## src/rtl/scan_mux_n_pkg.sv

```systemverilog
// Shared definitions for the scanning N-channel multiplexer.
package scan_mux_n_pkg;

    localparam logic MODE_DIRECT = 1'b0;
    localparam logic MODE_SCAN   = 1'b1;

    typedef enum logic [1:0] {
        IDLE   = 2'd0,
        DIRECT = 2'd1,
        SCAN   = 2'd2
    } state_t;

    // Channel index width; a 1-bit index is kept even for degenerate counts.
    function automatic int sel_width(input int n);
        return (n > 1) ? $clog2(n) : 1;
    endfunction

endpackage

```

## src/rtl/scan_mux_n_if.sv

```systemverilog
// Control/data bundle between the lane producer and the scan mux.
interface scan_mux_n_if #(
    parameter int N_CH = 8,
    parameter int W    = 8
);
    import scan_mux_n_pkg::*;

    localparam int SEL_W = sel_width(N_CH);

    logic                en;
    logic                mode;
    logic [SEL_W-1:0]    sel;
    logic [N_CH-1:0]     ch_mask;
    logic [N_CH*W-1:0]   din;
    logic [W-1:0]        dout;
    logic [SEL_W-1:0]    ch_out;
    logic                valid;
    logic                wrap;

    modport master (
        output en, mode, sel, ch_mask, din,
        input  dout, ch_out, valid, wrap
    );

    modport slave (
        input  en, mode, sel, ch_mask, din,
        output dout, ch_out, valid, wrap
    );

endinterface

```

## src/rtl/scan_mux_n_rr_next_ch.sv

```systemverilog
// Finds the next set mask bit strictly above an index, wrapping to the lowest set bit.
module rr_next_ch #(
    parameter int N_CH  = 8,
    parameter int SEL_W = 3
) (
    input  logic [N_CH-1:0]  i_mask,
    input  logic [SEL_W-1:0] i_cur_idx,
    output logic [SEL_W-1:0] o_nxt_idx,
    output logic             o_wrapped,
    output logic             o_none
);

    logic [SEL_W-1:0] w_hi;
    logic [SEL_W-1:0] w_lo;
    logic             w_hi_found;

    // Downward scan so the last hit is the lowest qualifying bit.
    always_comb begin
        w_hi       = '0;
        w_lo       = '0;
        w_hi_found = 1'b0;
        for (int i = N_CH - 1; i >= 0; i--) begin
            if (i_mask[i]) begin
                w_lo = SEL_W'(i);
                if (i > int'(i_cur_idx)) begin
                    w_hi       = SEL_W'(i);
                    w_hi_found = 1'b1;
                end
            end
        end
        o_none    = (i_mask == '0);
        o_nxt_idx = w_hi_found ? w_hi : w_lo;
        o_wrapped = !w_hi_found && !o_none;
    end

endmodule

```

## src/rtl/scan_mux_n.sv

```systemverilog
// Registered N-channel mux with direct select and masked auto-scan with dwell.
module scan_mux_n #(
    parameter int N_CH  = 8,
    parameter int W     = 8,
    parameter int DWELL = 4
) (
    input  logic        clk,
    input  logic        rst_n,
    scan_mux_n_if.slave bus
);
    import scan_mux_n_pkg::*;

    localparam int SEL_W = sel_width(N_CH);
    localparam int CNT_W = $clog2(DWELL + 1);

    state_t           r_state;
    state_t           w_state_nxt;
    logic [W-1:0]     r_dout;
    logic [SEL_W-1:0] r_ch_out;
    logic             r_valid;
    logic             r_wrap;
    logic [CNT_W-1:0] r_dwell_cnt;

    logic [SEL_W-1:0] w_ch_nxt;
    logic             w_valid_nxt;
    logic             w_wrap_nxt;
    logic [CNT_W-1:0] w_cnt_nxt;
    logic             w_load;
    logic             w_zero;
    logic [W-1:0]     w_sel_data;
    logic             w_cur_en;

    logic [SEL_W-1:0] w_rr_nxt;
    logic             w_rr_wrapped;
    logic             w_rr_none;

    rr_next_ch #(
        .N_CH  (N_CH),
        .SEL_W (SEL_W)
    ) u_rr (
        .i_mask    (bus.ch_mask),
        .i_cur_idx (r_ch_out),
        .o_nxt_idx (w_rr_nxt),
        .o_wrapped (w_rr_wrapped),
        .o_none    (w_rr_none)
    );

    // Current channel still enabled; loop keeps indexing in range for any N_CH.
    always_comb begin
        w_cur_en = 1'b0;
        for (int i = 0; i < N_CH; i++) begin
            if (SEL_W'(i) == r_ch_out && bus.ch_mask[i]) begin
                w_cur_en = 1'b1;
            end
        end
    end

    // Data mux for the channel chosen this cycle; out-of-range index yields zero.
    always_comb begin
        w_sel_data = '0;
        for (int i = 0; i < N_CH; i++) begin
            if (SEL_W'(i) == w_ch_nxt) begin
                w_sel_data = bus.din[i*W +: W];
            end
        end
    end

    // Next-state and next-output decode.
    always_comb begin
        w_state_nxt = r_state;
        w_ch_nxt    = r_ch_out;
        w_valid_nxt = 1'b0;
        w_wrap_nxt  = 1'b0;
        w_cnt_nxt   = '0;
        w_load      = 1'b0;
        w_zero      = 1'b0;
        if (!bus.en) begin
            w_state_nxt = IDLE;
        end else if (bus.mode == MODE_DIRECT) begin
            w_state_nxt = DIRECT;
            w_ch_nxt    = bus.sel;
            if (int'(bus.sel) < N_CH) begin
                w_load      = 1'b1;
                w_valid_nxt = 1'b1;
            end else begin
                w_zero = 1'b1;
            end
        end else begin
            w_state_nxt = SCAN;
            if (w_rr_none) begin
                w_zero = 1'b1;
            end else if (r_state != SCAN || !r_valid) begin
                // Entry or resume after an empty mask: stay on ch_out if usable.
                w_ch_nxt    = w_cur_en ? r_ch_out : w_rr_nxt;
                w_load      = 1'b1;
                w_valid_nxt = 1'b1;
            end else if (!w_cur_en || r_dwell_cnt == CNT_W'(DWELL - 1)) begin
                w_ch_nxt    = w_rr_nxt;
                w_wrap_nxt  = w_rr_wrapped;
                w_load      = 1'b1;
                w_valid_nxt = 1'b1;
            end else begin
                w_cnt_nxt   = r_dwell_cnt + CNT_W'(1);
                w_load      = 1'b1;
                w_valid_nxt = 1'b1;
            end
        end
    end

    // FSM state register.
    always_ff @(posedge clk or negedge rst_n) begin
        if (!rst_n) begin
            r_state <= IDLE;
        end else begin
            r_state <= w_state_nxt;
        end
    end

    // Output and dwell counter registers.
    always_ff @(posedge clk or negedge rst_n) begin
        if (!rst_n) begin
            r_dout      <= '0;
            r_ch_out    <= '0;
            r_valid     <= 1'b0;
            r_wrap      <= 1'b0;
            r_dwell_cnt <= '0;
        end else begin
            if (w_load) begin
                r_dout <= w_sel_data;
            end else if (w_zero) begin
                r_dout <= '0;
            end
            r_ch_out    <= w_ch_nxt;
            r_valid     <= w_valid_nxt;
            r_wrap      <= w_wrap_nxt;
            r_dwell_cnt <= w_cnt_nxt;
        end
    end

    assign bus.dout   = r_dout;
    assign bus.ch_out = r_ch_out;
    assign bus.valid  = r_valid;
    assign bus.wrap   = r_wrap;

endmodule

```

## src/flat_wrapper.sv

```systemverilog
// flat-port wrapper written by rule: the top's interface ports become plain ports
module scan_mux_n_flat import scan_mux_n_pkg::*;
#(
    parameter int N_CH  = 8,
    parameter int W     = 8,
    parameter int DWELL = 4
)
  (clk, rst_n, bus_en, bus_mode, bus_sel, bus_ch_mask, bus_din, bus_dout, bus_ch_out, bus_valid, bus_wrap);
  scan_mux_n_if #(.N_CH(N_CH), .W(W)) bus_i ();
  input  logic clk;
  input  logic rst_n;
  input wire logic [$bits(bus_i.en)-1:0] bus_en;
  input wire logic [$bits(bus_i.mode)-1:0] bus_mode;
  input wire logic [$bits(bus_i.sel)-1:0] bus_sel;
  input wire logic [$bits(bus_i.ch_mask)-1:0] bus_ch_mask;
  input wire logic [$bits(bus_i.din)-1:0] bus_din;
  output wire logic [$bits(bus_i.dout)-1:0] bus_dout;
  output wire logic [$bits(bus_i.ch_out)-1:0] bus_ch_out;
  output wire logic [$bits(bus_i.valid)-1:0] bus_valid;
  output wire logic [$bits(bus_i.wrap)-1:0] bus_wrap;
  assign bus_i.en = bus_en;
  assign bus_i.mode = bus_mode;
  assign bus_i.sel = bus_sel;
  assign bus_i.ch_mask = bus_ch_mask;
  assign bus_i.din = bus_din;
  assign bus_dout = bus_i.dout;
  assign bus_ch_out = bus_i.ch_out;
  assign bus_valid = bus_i.valid;
  assign bus_wrap = bus_i.wrap;
  scan_mux_n #(.N_CH(N_CH), .W(W), .DWELL(DWELL)) u_core (.clk(clk), .rst_n(rst_n), .bus(bus_i));
endmodule
```

## config.mk

```make
export PLATFORM = sky130hd
export DESIGN_NAME = scan_mux_n_flat
export DESIGN_NICKNAME = d
export VERILOG_FILES = /design/src/rtl/scan_mux_n_pkg.sv /design/src/rtl/scan_mux_n_if.sv /design/src/rtl/scan_mux_n_rr_next_ch.sv /design/src/rtl/scan_mux_n.sv /design/src/flat_wrapper.sv
export SDC_FILE = /design/constraint.sdc
export NUM_CORES = 1
export LEC_CHECK = 0
export BUFFER_PORTS_ARGS = -buffer_cell sky130_fd_sc_hd__buf_4
export CAP_MARGIN = 10
export CORE_MARGIN = 8
export CORE_UTILIZATION = 48
export CTS_BUF_LIST = sky130_fd_sc_hd__clkbuf_4
export DETAILED_ROUTE_END_ITERATION = 8
export PLACE_DENSITY = 0.83
export SLEW_MARGIN = 20
export SYNTH_ARGS = -nofsm -noshare
export SYNTH_HDL_FRONTEND = slang
export SYNTH_HIERARCHICAL = 1
export SYNTH_SLANG_ARGS = --single-unit
```

## constraint.sdc

```tcl
create_clock -name clk -period 3.6 [get_ports clk]
set_clock_uncertainty 0.05 [all_clocks]
set_input_delay 0.54 -clock clk [delete_from_list [all_inputs] [get_ports clk]]
set_output_delay 0.54 -clock clk [all_outputs]
set_load 0.1 [all_outputs]
```

==> results of run 1 <==
[final cells by class]
class                           instances  area [um2]
Tap cell                               48       60.06
Timing Repair Buffer                   95       713.2
Inverter                               10       40.04
Clock buffer                            3       22.52
Sequential cell                        18       451.7
Multi-Input combinational cell        184        1291
Fill cell                             342        1134
Clock inverter                          1       3.754
[power groups by stage]
stage,registers (mW),logic [mW],clock network [mW]
5_1_grt,0.336,1.29,0.120
4_1_cts,0.325,1.21,0.109
2_1_floorplan,0.723,0.561,0
3_5_place_dp,0.329,1.21,0
6_report,0.327,1.22,0.106
3_3_place_gp,0.325,1.20,0
[cells in the mapped netlist, types with 3 or more instances]
cell	count	area (um2)
o21ai_0	5	25.02
nand2_1	37	138.9
a31o_1	5	43.79
a21oi_1	8	40.04
nand3_1	16	80.08
nor2_1	17	63.81
nand2b_1	4	25.02
buf_6	5	56.30
inv_1	6	22.52
mux2i_1	18	180.2
nor2b_1	5	31.28
buf_2	3	15.01
a211o_1	3	26.28
o221ai_1	7	61.31
dfrtp_1	18	450.4
nor3_1	3	15.01
[worst max path at each step]
stage | from | to | slack (ns)
after global routing | u_core/bus.ch_out[2]$_DFF_PN0_ | u_core/bus.dout[7]$_DFFE_PN0P_ | 0.02
after CTS | u_core/bus.ch_out[1]$_DFF_PN0_ | u_core/bus.dout[7]$_DFFE_PN0P_ | 0.18
final | u_core/bus.ch_out[0]$_DFF_PN0_ | u_core/bus.dout[7]$_DFFE_PN0P_ | 0.25
after detailed placement | bus_ch_mask[7] | u_core/bus.dout[7]$_DFFE_PN0P_ | 0.16
after floorplan | u_core/bus.ch_out[1]$_DFF_PN0_ | u_core/bus.dout[7]$_DFFE_PN0P_ | 0.04
after global placement | bus_ch_mask[3] | u_core/bus.dout[7]$_DFFE_PN0P_ | 0.22
[flip-flops by register name (all words and copies together) (netlist names)]
name	cells
u_core/bus.wrap	1
u_core/bus.ch_out	3
u_core/r_dwell_cnt	3
u_core/r_state	2
u_core/bus.valid	1
u_core/bus.dout	8
[stage by stage]
stage,utilization [%],area [um2],hold WS (ns)
after floorplan,-,1871,0.1944
after detailed placement,68.52,2546,0.3739
after global routing,69.49,2582,0.03258
after global placement,68.52,2546,0.3715
after CTS,69.23,2572,0.03909
final,69.49,2582,0.03618
[worst register-to-register path, cell delays in order, from the launching register on]
cell	delay, ns
dfrtp_1	0.49
nand2b_2	0.26
a21o_1	0.18
a21oi_1	0.19
or2_4	0.17
o22ai_1	0.10
mux2i_1	0.14
nor2_1	0.08
a221o_2	0.41
nor2_8	0.41
inv_2	0.24
o311ai_0	0.16
nor4b_1	0.10
a221o_1	0.26
[cells in the final DEF, fill, tap and decap left out, types with 2 or more instances in the layout]
cell type,instances
a211o_1,3
nor2b_1,5
nor2_1,17
nand2b_1,4
o2111ai_1,2
and3b_1,2
buf_4,95
o221ai_1,7
inv_2,2
o21ai_0,5
a31o_1,5
inv_1,6
a21oi_1,8
a21oi_2,2
o22ai_1,2
nand2_1,37
o41ai_1,2
o21ai_1,2
nand3_2,2
clkbuf_4,3
nand3_1,16
ha_1,2
nor3_1,3
mux2i_1,18
a31oi_1,2
clkinv_1,2
dfrtp_1,17
mux4_2,2
[logic make-up after synthesis]
kind of cell	after synthesis	share of synthesized area, %
buffers and inverters	21	7.357
adders and majority gates	2	1.338
AOI/OAI and AO/OA	63	27.16
DFF	18	24.08
muxes	22	14.05
and+or+nand+nor	97	26.02
[per-layer routing]
metal	up-vias	wire length (um)	GRT usage (%)
li1	1021	-	-
met1	990	2590	24.04
met2	93	3267	33.31
met3	4	431	3.417
met4	0	68	7.037
met5	-	0	0
[timing repair]
action | CTS | global route
setup endpoints to repair | 0 | 1
buffers inserted | 0 | 0
resized for setup | 0 | 3
==> metrics.txt, run 1 <==
status complete, no violations; yosys warns 6; setup tns final 0 ns; Final #Nets approximately 400; CP arrival 3.49 ns; RSZ-0062 raised after global routing false; Critical Path RT ~3.8 ns; layout cells sized above 1 39.23%; Clock Tree Buf Depth 2; Setup violations, final 0; Post-synth ARST share 100.0%; Hold-fix buffers, CTS 0; slowest CP cell dfrtp_1; final worst path period share just over 90%; remaining antenna violation count after routing 0; fin worst setup slack around 0.25 ns; Net Switching between 0.9 and 1 mW; Synth Cell Area 1871 um2; via/cell ratio 5.872; final wirelength 6.356 mm; Critical Path Sink Type flop; Power Dens Cells 642.0 nW/um2; clock share of power under 10%; Setup Slack @ Placement ~0.16 ns; die height 78.43 um; die area around 6200 um2; n_diodes 0; Least-Margin Pin Slew a little over 0.5 ns; Finished Layout Cells approximately 360; Worst R2R Setup Slack approximately 0.25 ns; Core Box Area about 3700 um2; Slew HR between 60% and 70%; Syn Inst Count about 220; Slowest Stage Delay on Critical Path roughly 0.49 ns; Initial Util about half; crit-path leading delay family compound AO/OA/AOI/OAI gates; final slew viol count 0; cell count along the critical path 13; Avg Cell Area, Syn about 8.4 um2; clock root cell clkbuf_4; Port Buffers 91; reg2reg start u_core/bus.ch_out[0]$_DFF_PN0_; first-pass GRT wire length just under 10 mm; Synth-to-Final Area Change 38.06%; vias in the first global route around 2100; Synth Flop Type dfrtp_1; Cell Chain, Critical Path nand2b_2, a21o_1, a21oi_1, or2_4, o22ai_1, mux2i_1, nor2_1, a221o_2, nor2_8, inv_2, o311ai_0, nor4b_1, a221o_1; GPL Wtd Cong ~0.91; Netlist cell types 66; clock transition at the registers of the reported paths between 0.1 and 0.15 ns; hold crit path type in -> async; R2R depth 13; Crit Path Class reg -> reg; CP Launch Type flop; crit path buf inv count 1; Initial DRC Count ~270; DR vias roughly 2100; TritonCTS Buffers 3; FMAX between 0.2 and 0.3 GHz; Crit Reg-Reg Endpoint u_core/bus.dout[7]$_DFFE_PN0P_; Total Power 1.658 mW; power share of the sequential group 19.7%; largest net degree at the start of global routing 29; Sw Ratio roughly 58%; Comb power frac 73.9%; leakage power total around 1.2 nW; # Max-Cap Violations 0; CTS tree yes; drt drc 0; final worst path period need approximately 3.3 ns; initial antenna violation count 0; clock latency on the worst-skew pair around 0.3 ns; Post-synth EDFFs 0; HPWL after DPL about 5 mm; die span in x just under 80 um; DP Cell Count approximately 360; Syn Nets between 300 and 400; CP Max Fanout 28; io pins 92; peak supply drop 0.0003919 V; final hold violation count 0; All-Layer GR Usage 19.55%; H-tree Lvls 1; synthesized flop and latch total 18; Initial DRT Pass Iterations 4; grt ovf 0; # clock sinks 18; sequential share of the synthesized area 24.08%; row count 22; Wirelength per Cell 17.70 um; P_int 0.6963 mW
Note: power is estimated with default switching activity, not from simulation.
==> run 2: changes to the inputs <==
--- a/config.mk
+++ b/config.mk
@@ -5,10 +5,11 @@
 export SDC_FILE = /design/constraint.sdc
 export NUM_CORES = 1
 export LEC_CHECK = 0
+export ABC_AREA = 1
 export BUFFER_PORTS_ARGS = -buffer_cell sky130_fd_sc_hd__buf_4
 export CAP_MARGIN = 10
 export CORE_MARGIN = 8
-export CORE_UTILIZATION = 48
+export CORE_UTILIZATION = 49
 export CTS_BUF_LIST = sky130_fd_sc_hd__clkbuf_4
 export DETAILED_ROUTE_END_ITERATION = 8
 export PLACE_DENSITY = 0.83
==> metrics.txt, run 2 <==
layout cells sized above 1 between 30% and 40%; # Max-Cap Violations 0; FMAX 0.3377 GHz; Synth Cell Area between 1500 and 2000 um2; io pins 92; first-pass GRT wire length around 11 mm; CP Launch Type flop; leakage power total approximately 1.4 nW; Fillers ~350; Finished Layout Cells 438; clock root cell clkbuf_4; via/cell ratio 5.374; synthesized flop and latch total 18; final worst path period need between 2 and 3 ns; die height about 79 um; Synth Flop Type dfrtp_1; vias in the first global route approximately 2400; clock latency on the worst-skew pair 0.30 ns; Critical Path RT about 3.8 ns; remaining antenna violation count after routing 0; synth top area cells dfrtp_1 23%, nand2_1 15%, nand3_1 8.4%; # clock sinks 18; drt drc 0; GPL Wtd Cong 0.9075; Sw Ratio between 60% and 70%; power share of the sequential group 20.2%; Syn Nets about 380; Final #Nets 470; slowest CP cell a21oi_2; All-Layer GR Usage between 20% and 30%; area leader, netlist dfrtp_1; Netlist cell types 29; DP Cell Count around 430; Top cell by count, worst path nand2_1; sequential share of the synthesized area a little under a quarter; n_diodes 0; Hold-fix buffers, CTS 0; yosys warns 6; clock share of power under 10%; grt ovf 0; Initial DRC Count around 150; Least-Margin Pin Slew roughly 0.8 ns; P_int 0.5877 mW; Post-synth EDFFs 0; Synth-to-Final Area Change 36.52%; Cell Chain, Critical Path nand2_1, nand2_1, nand2_2, inv_2, nand2_4, nor2_1, nor2_1, nand2_2, o211ai_1, a21oi_2, buf_4, nand4_1, nand3_1, nor2_1, nand4_1, nand2_1, nand2_1; Critical Path Sink Type flop; CTS resizes 0; CP arrival approximately 3.2 ns; Initial DRT Pass Iterations 4; TritonCTS Buffers 3; die area between 6000 and 7000 um2; final slew viol count 0; CTS tree yes; most common cell after layout, fill and taps aside buf_4; CP Max Fanout 18; count leader, synth nand2_1; Power Dens Cells 556.9 nW/um2; largest net degree at the start of global routing 19; HPWL after DPL roughly 5.3 mm; Syn Inst Count about 300; DR vias 2354; Initial Util ~50%; max reg flops 8; Worst R2R Setup Slack 0.64 ns; Post-synth ARST share 100.0%; Crit Path Class reg -> reg; final worst path period share between 80 and 90%; Net Switching 0.9126 mW; row count 23; RSZ-0062 raised after global routing false; clock transition at the registers of the reported paths between 0.1 and 0.15 ns; initial antenna violation count 0; final hold violation count 0; status complete, no violations; hold crit path type in -> async; Slowest Stage Delay on Critical Path 0.68 ns; Wirelength per Cell ~15 um; final wirelength between 6 and 7 mm; crit path buf inv count 2; Slew HR approximately 46%; Comb power frac between 70% and 80%; top cell type's share of synthesized area between 20% and 30%; crit-path leading delay family simple AND/OR/NAND/NOR gates; Core Box Area approximately 4000 um2; most frequent cells in the layout 95 x buf_4, 78 x nand2_1, 36 x inv_1; die span in x 79.46 um; top cells by count, synth 78 x nand2_1, 36 x inv_1, 33 x nand3_1, 24 x nor2_1, 23 x nand4_1; Clock Tree Buf Depth 2; setup tns final 0 ns; peak supply drop 0.0004332 V; Port Buffers 91; Post-CTS Setup Repair Bufs 0; Avg Cell Area, Syn ~6.7 um2; H-tree Lvls 1; Setup violations, final 0
-- run 2: path summary, 6_finish.rpt --
check / from / endpoint / cells after the start
worst max-delay path: u_core/bus.ch_out[2]$_DFF_PN0_ / u_core/bus.dout[5]$_DFFE_PN0P_ / 17
worst min-delay path: rst_n / u_core/bus.wrap$_DFF_PN0_ / 1
worst max register to register: u_core/bus.ch_out[2]$_DFF_PN0_ / u_core/bus.dout[5]$_DFFE_PN0P_ / 17
worst min register to register: u_core/r_dwell_cnt[0]$_DFF_PN0_ / u_core/r_dwell_cnt[0]$_DFF_PN0_ / 1
max in group asynchronous: rst_n / u_core/bus.ch_out[0]$_DFF_PN0_ / 1
min in group clk: bus_mode / u_core/r_state[0]$_DFF_PN0_ / 2
-- run 2: worst register-to-register path, delay by kind of cell, from the launching register on --
kind | cells | cell delay, ns
buffers and inverters | 2 | 0.41
and+or+nand+nor | 13 | 1.13
DFF | 1 | 0.54
AOI/OAI and AO/OA | 2 | 0.77
-- run 2: metrics by stage --
| step | total power, mW | setup slack [ns] | hold slack (ns) | util [%] | area (um2) |
|---|---|---|---|---|---|
| final | 1.500 | 0.6390 | 0.03138 | 68.33 | 2694 |
| after CTS | 1.499 | 0.6556 | 0.04533 | 68.33 | 2694 |
| after global routing | 1.592 | 0.3351 | 0.02684 | 68.33 | 2694 |
| after global placement | 1.379 | 0.5986 | 0.3727 | 67.66 | 2668 |
| after floorplan | 1.143 | 0.6344 | 0.1944 | - | 1973 |
| after detailed placement | 1.392 | 0.5487 | 0.3769 | 67.66 | 2668 |
-- run 2: power by group through the flow --
stage | Clock [mW] | Combinational, mW | Sequential, mW
floorplan | 0 | 0.478 | 0.665
global placement | 0 | 1.07 | 0.306
detailed placement | 0 | 1.09 | 0.305
CTS | 0.107 | 1.09 | 0.304
global route | 0.118 | 1.16 | 0.315
finish | 0.106 | 1.09 | 0.304
-- run 2: cells by family (layout without fill, tap and decap cells) --
family	after synthesis	in the layout	share of synthesized area, %
simple gates	194	194	53.52
fa+ha+maj	2	2	1.268
buf+inv	49	142	12.30
flops	18	18	22.83
compound gates	32	32	10.08
-- run 2: area by class of cell --
class | instances | area (um2) | area share, %
inverter | 43 | 161.4 | 5.992
multi-input combinational | 228 | 1280 | 47.52
sequential | 18 | 450.4 | 16.72
timing repair buffer | 95 | 713.2 | 26.47
tap | 50 | 62.56 | 2.322
clock inverter | 1 | 3.754 | 0.1393
clock buffer | 3 | 22.52 | 0.8360
-- run 2: routing by layer --
layer,global-route usage (%),vias up,wire length (um)
met1,23.05,1042,2413
met3,9.347,10,765
met2,33.17,128,3193
li1,-,1174,-
met4,5.556,0,106
met5,0,-,0
==> run 3: changes to the inputs <==
--- a/config.mk
+++ b/config.mk
@@ -9,10 +9,10 @@
 export BUFFER_PORTS_ARGS = -buffer_cell sky130_fd_sc_hd__buf_4
 export CAP_MARGIN = 10
 export CORE_MARGIN = 8
-export CORE_UTILIZATION = 49
+export CORE_UTILIZATION = 44
 export CTS_BUF_LIST = sky130_fd_sc_hd__clkbuf_4
 export DETAILED_ROUTE_END_ITERATION = 8
-export PLACE_DENSITY = 0.83
+export PLACE_DENSITY = 0.79
 export SLEW_MARGIN = 20
 export SYNTH_ARGS = -nofsm -noshare
 export SYNTH_HDL_FRONTEND = slang
==> constraint.sdc (replaced) <==
create_clock -name clk -period 2.7 [get_ports clk]
set_clock_uncertainty 0.05 [all_clocks]
set_input_delay 0.405 -clock clk [delete_from_list [all_inputs] [get_ports clk]]
set_output_delay 0.405 -clock clk [all_outputs]
set_load 0.1 [all_outputs]
==> metrics.txt, run 3 (synthesis results as in run 2) <==
max reg flops 8; io pins 92; Synth-to-Final Area Change 60.81%; CTS tree yes; Worst R2R Setup Slack -0.000004 ns; setup tns final -0.000003553 ns; CP Max Fanout 8; Finished Layout Cells roughly 480; reg2reg start u_core/bus.ch_out[1]$_DFF_PN0_; Initial DRT Pass Iterations 4; met3 GRT Util between 7 and 8%; first-pass GRT wire length 10.76 mm; Least-Margin Pin Slew around 0.57 ns; All-Layer GR Usage around 18%; fin worst setup slack -0.000003553 ns; grt ovf 0; final slew viol count 0; via/cell ratio around 5.3; FMAX roughly 0.37 GHz; final hold violation count 0; Final #Nets approximately 500; Crit Reg-Reg Endpoint u_core/bus.dout[3]$_DFFE_PN0P_; CP Launch Type flop; Hold Path Depth 2; Slew HR about three fifths; TritonCTS Buffers 3; Crit Path Class reg -> reg; Critical Path RT about 2.9 ns; Setup crit start u_core/bus.ch_out[1]$_DFF_PN0_; Setup violations, final 1; CP arrival 2.86 ns; remaining antenna violation count after routing 0; most common cell after layout, fill and taps aside buf_4; clock root cell clkbuf_4; grt met2 use a little under a third; Core Box Area approximately 4300 um2; Wirelength per Cell approximately 15 um; Fillers roughly 350; clock latency on the worst-skew pair 0.31 ns; initial antenna violation count 0; HPWL after DPL about 5.5 mm; DP Cell Count around 460; die span in x 82.97 um; die height between 80 and 90 um; clock transition at the registers of the reported paths 0.12 ns; # Max-Cap Violations 0; hold crit path type in -> reg; row count 24; met1 Use GR between 10% and 20%; largest net degree at the start of global routing 19; drt drc 0; # clock sinks 18; GR peak layer met2; crit path to u_core/bus.dout[3]$_DFFE_PN0P_; Power Dens Cells ~740 nW/um2; R2R depth 17; peak supply drop around 0.00056 V; Port Buffers just over 90; GPL Wtd Cong approximately 0.90; Initial Util between 40% and 50%; most frequent cells in the layout 117 x buf_4, 72 x nand2_1, 35 x inv_1; DR vias approximately 2500; final worst path period share 100.0%; vias in the first global route 2406; final wirelength around 7.3 mm; die area slightly below 7000 um2; Clock Tree Buf Depth 2; layout cells sized above 1 a little under half; n_diodes 0; H-tree Lvls 1; leakage power total 1.681 nW; Initial DRC Count ~180; final worst path period need 2.700 ns; Critical Path Sink Type flop; status complete, but fails checks; failing checks negative setup slack
run 3: repair_timing:
item,in CTS,in global routing
endpoints found under the hold margin,18,0
pin swaps,0,22
endpoints found under the setup margin,1,8
buffers inserted,0,16
cloned,0,0
gates resized for setup,1,37
hold buffers,1,0
run 3: cell type report:
cell class              count  area [um2]  area share, %
clock buffers               3       22.52         0.7098
repair buffers            131        1079          33.99
multi-input cells         228        1380          43.49
flip-flops and latches     18       454.2          14.31
inverters                  43       168.9          5.323
clock inverters             1       3.754         0.1183
well taps                  52       65.06          2.050
run 3: per-layer routing:
metal / vias to the layer above / part of all wire (%)
met1: 1140 / 38
met2: 111 / 49
met3: 13 / 10
li1: 1243 / -
met4: 0 / 2.5
met5: - / 0
run 3: how the worst min path moves through the flow:
| stage | from | endpoint | slack, ns |
|---|---|---|---|
| after floorplan | rst_n | u_core/bus.ch_out[0]$_DFF_PN0_ | 0.06 |
| after global placement | rst_n | u_core/bus.wrap$_DFF_PN0_ | 0.24 |
| after detailed placement | rst_n | u_core/bus.dout[4]$_DFFE_PN0P_ | 0.25 |
| after CTS | bus_mode | u_core/r_state[0]$_DFF_PN0_ | 0.23 |
| after global routing | bus_mode | u_core/r_state[0]$_DFF_PN0_ | 0.22 |
| final | bus_mode | u_core/r_state[0]$_DFF_PN0_ | 0.23 |
run 3: critical path, cell delays in order (launching register included):
cell and delay, ns:
dfrtp_2 0.49, buf_6 0.15, inv_8 0.07, nand2_1 0.06, nand3_2 0.10, nand3_4 0.12, nand2_4 0.14, nand2_8 0.08
nand2_2 0.07, o211ai_1 0.16, a21oi_4 0.36, buf_6 0.15, nor3_4 0.04, buf_6 0.13, a21oi_2 0.12, nand4_1 0.13
nand2_1 0.11, nand2_1 0.05
run 3: through the flow:
| step | power [mW] | util (%) | hold slack [ns] | setup slack (ns) | instance area, um2 |
|---|---|---|---|---|---|
| floorplan | 1.525 | - | 0.05941 | 0.07920 | 1977 |
| global placement | 1.908 | 65.71 | 0.2407 | -0.002872 | 2841 |
| detailed placement | 1.932 | 65.71 | 0.2452 | -0.08216 | 2841 |
| CTS | 2.082 | 66.72 | 0.2268 | 0.05261 | 2885 |
| global route | 2.480 | 73.38 | 0.2183 | -0.09913 | 3173 |
| finish | 2.354 | 73.38 | 0.2273 | -0.000003553 | 3173 |
run 3: power breakdown:
part | switching [mW] | internal (mW)
clock network | 0.0953 | 0.0541
registers | 0.0688 | 0.340
logic | 1.17 | 0.622
total | 1.34 | 1.02
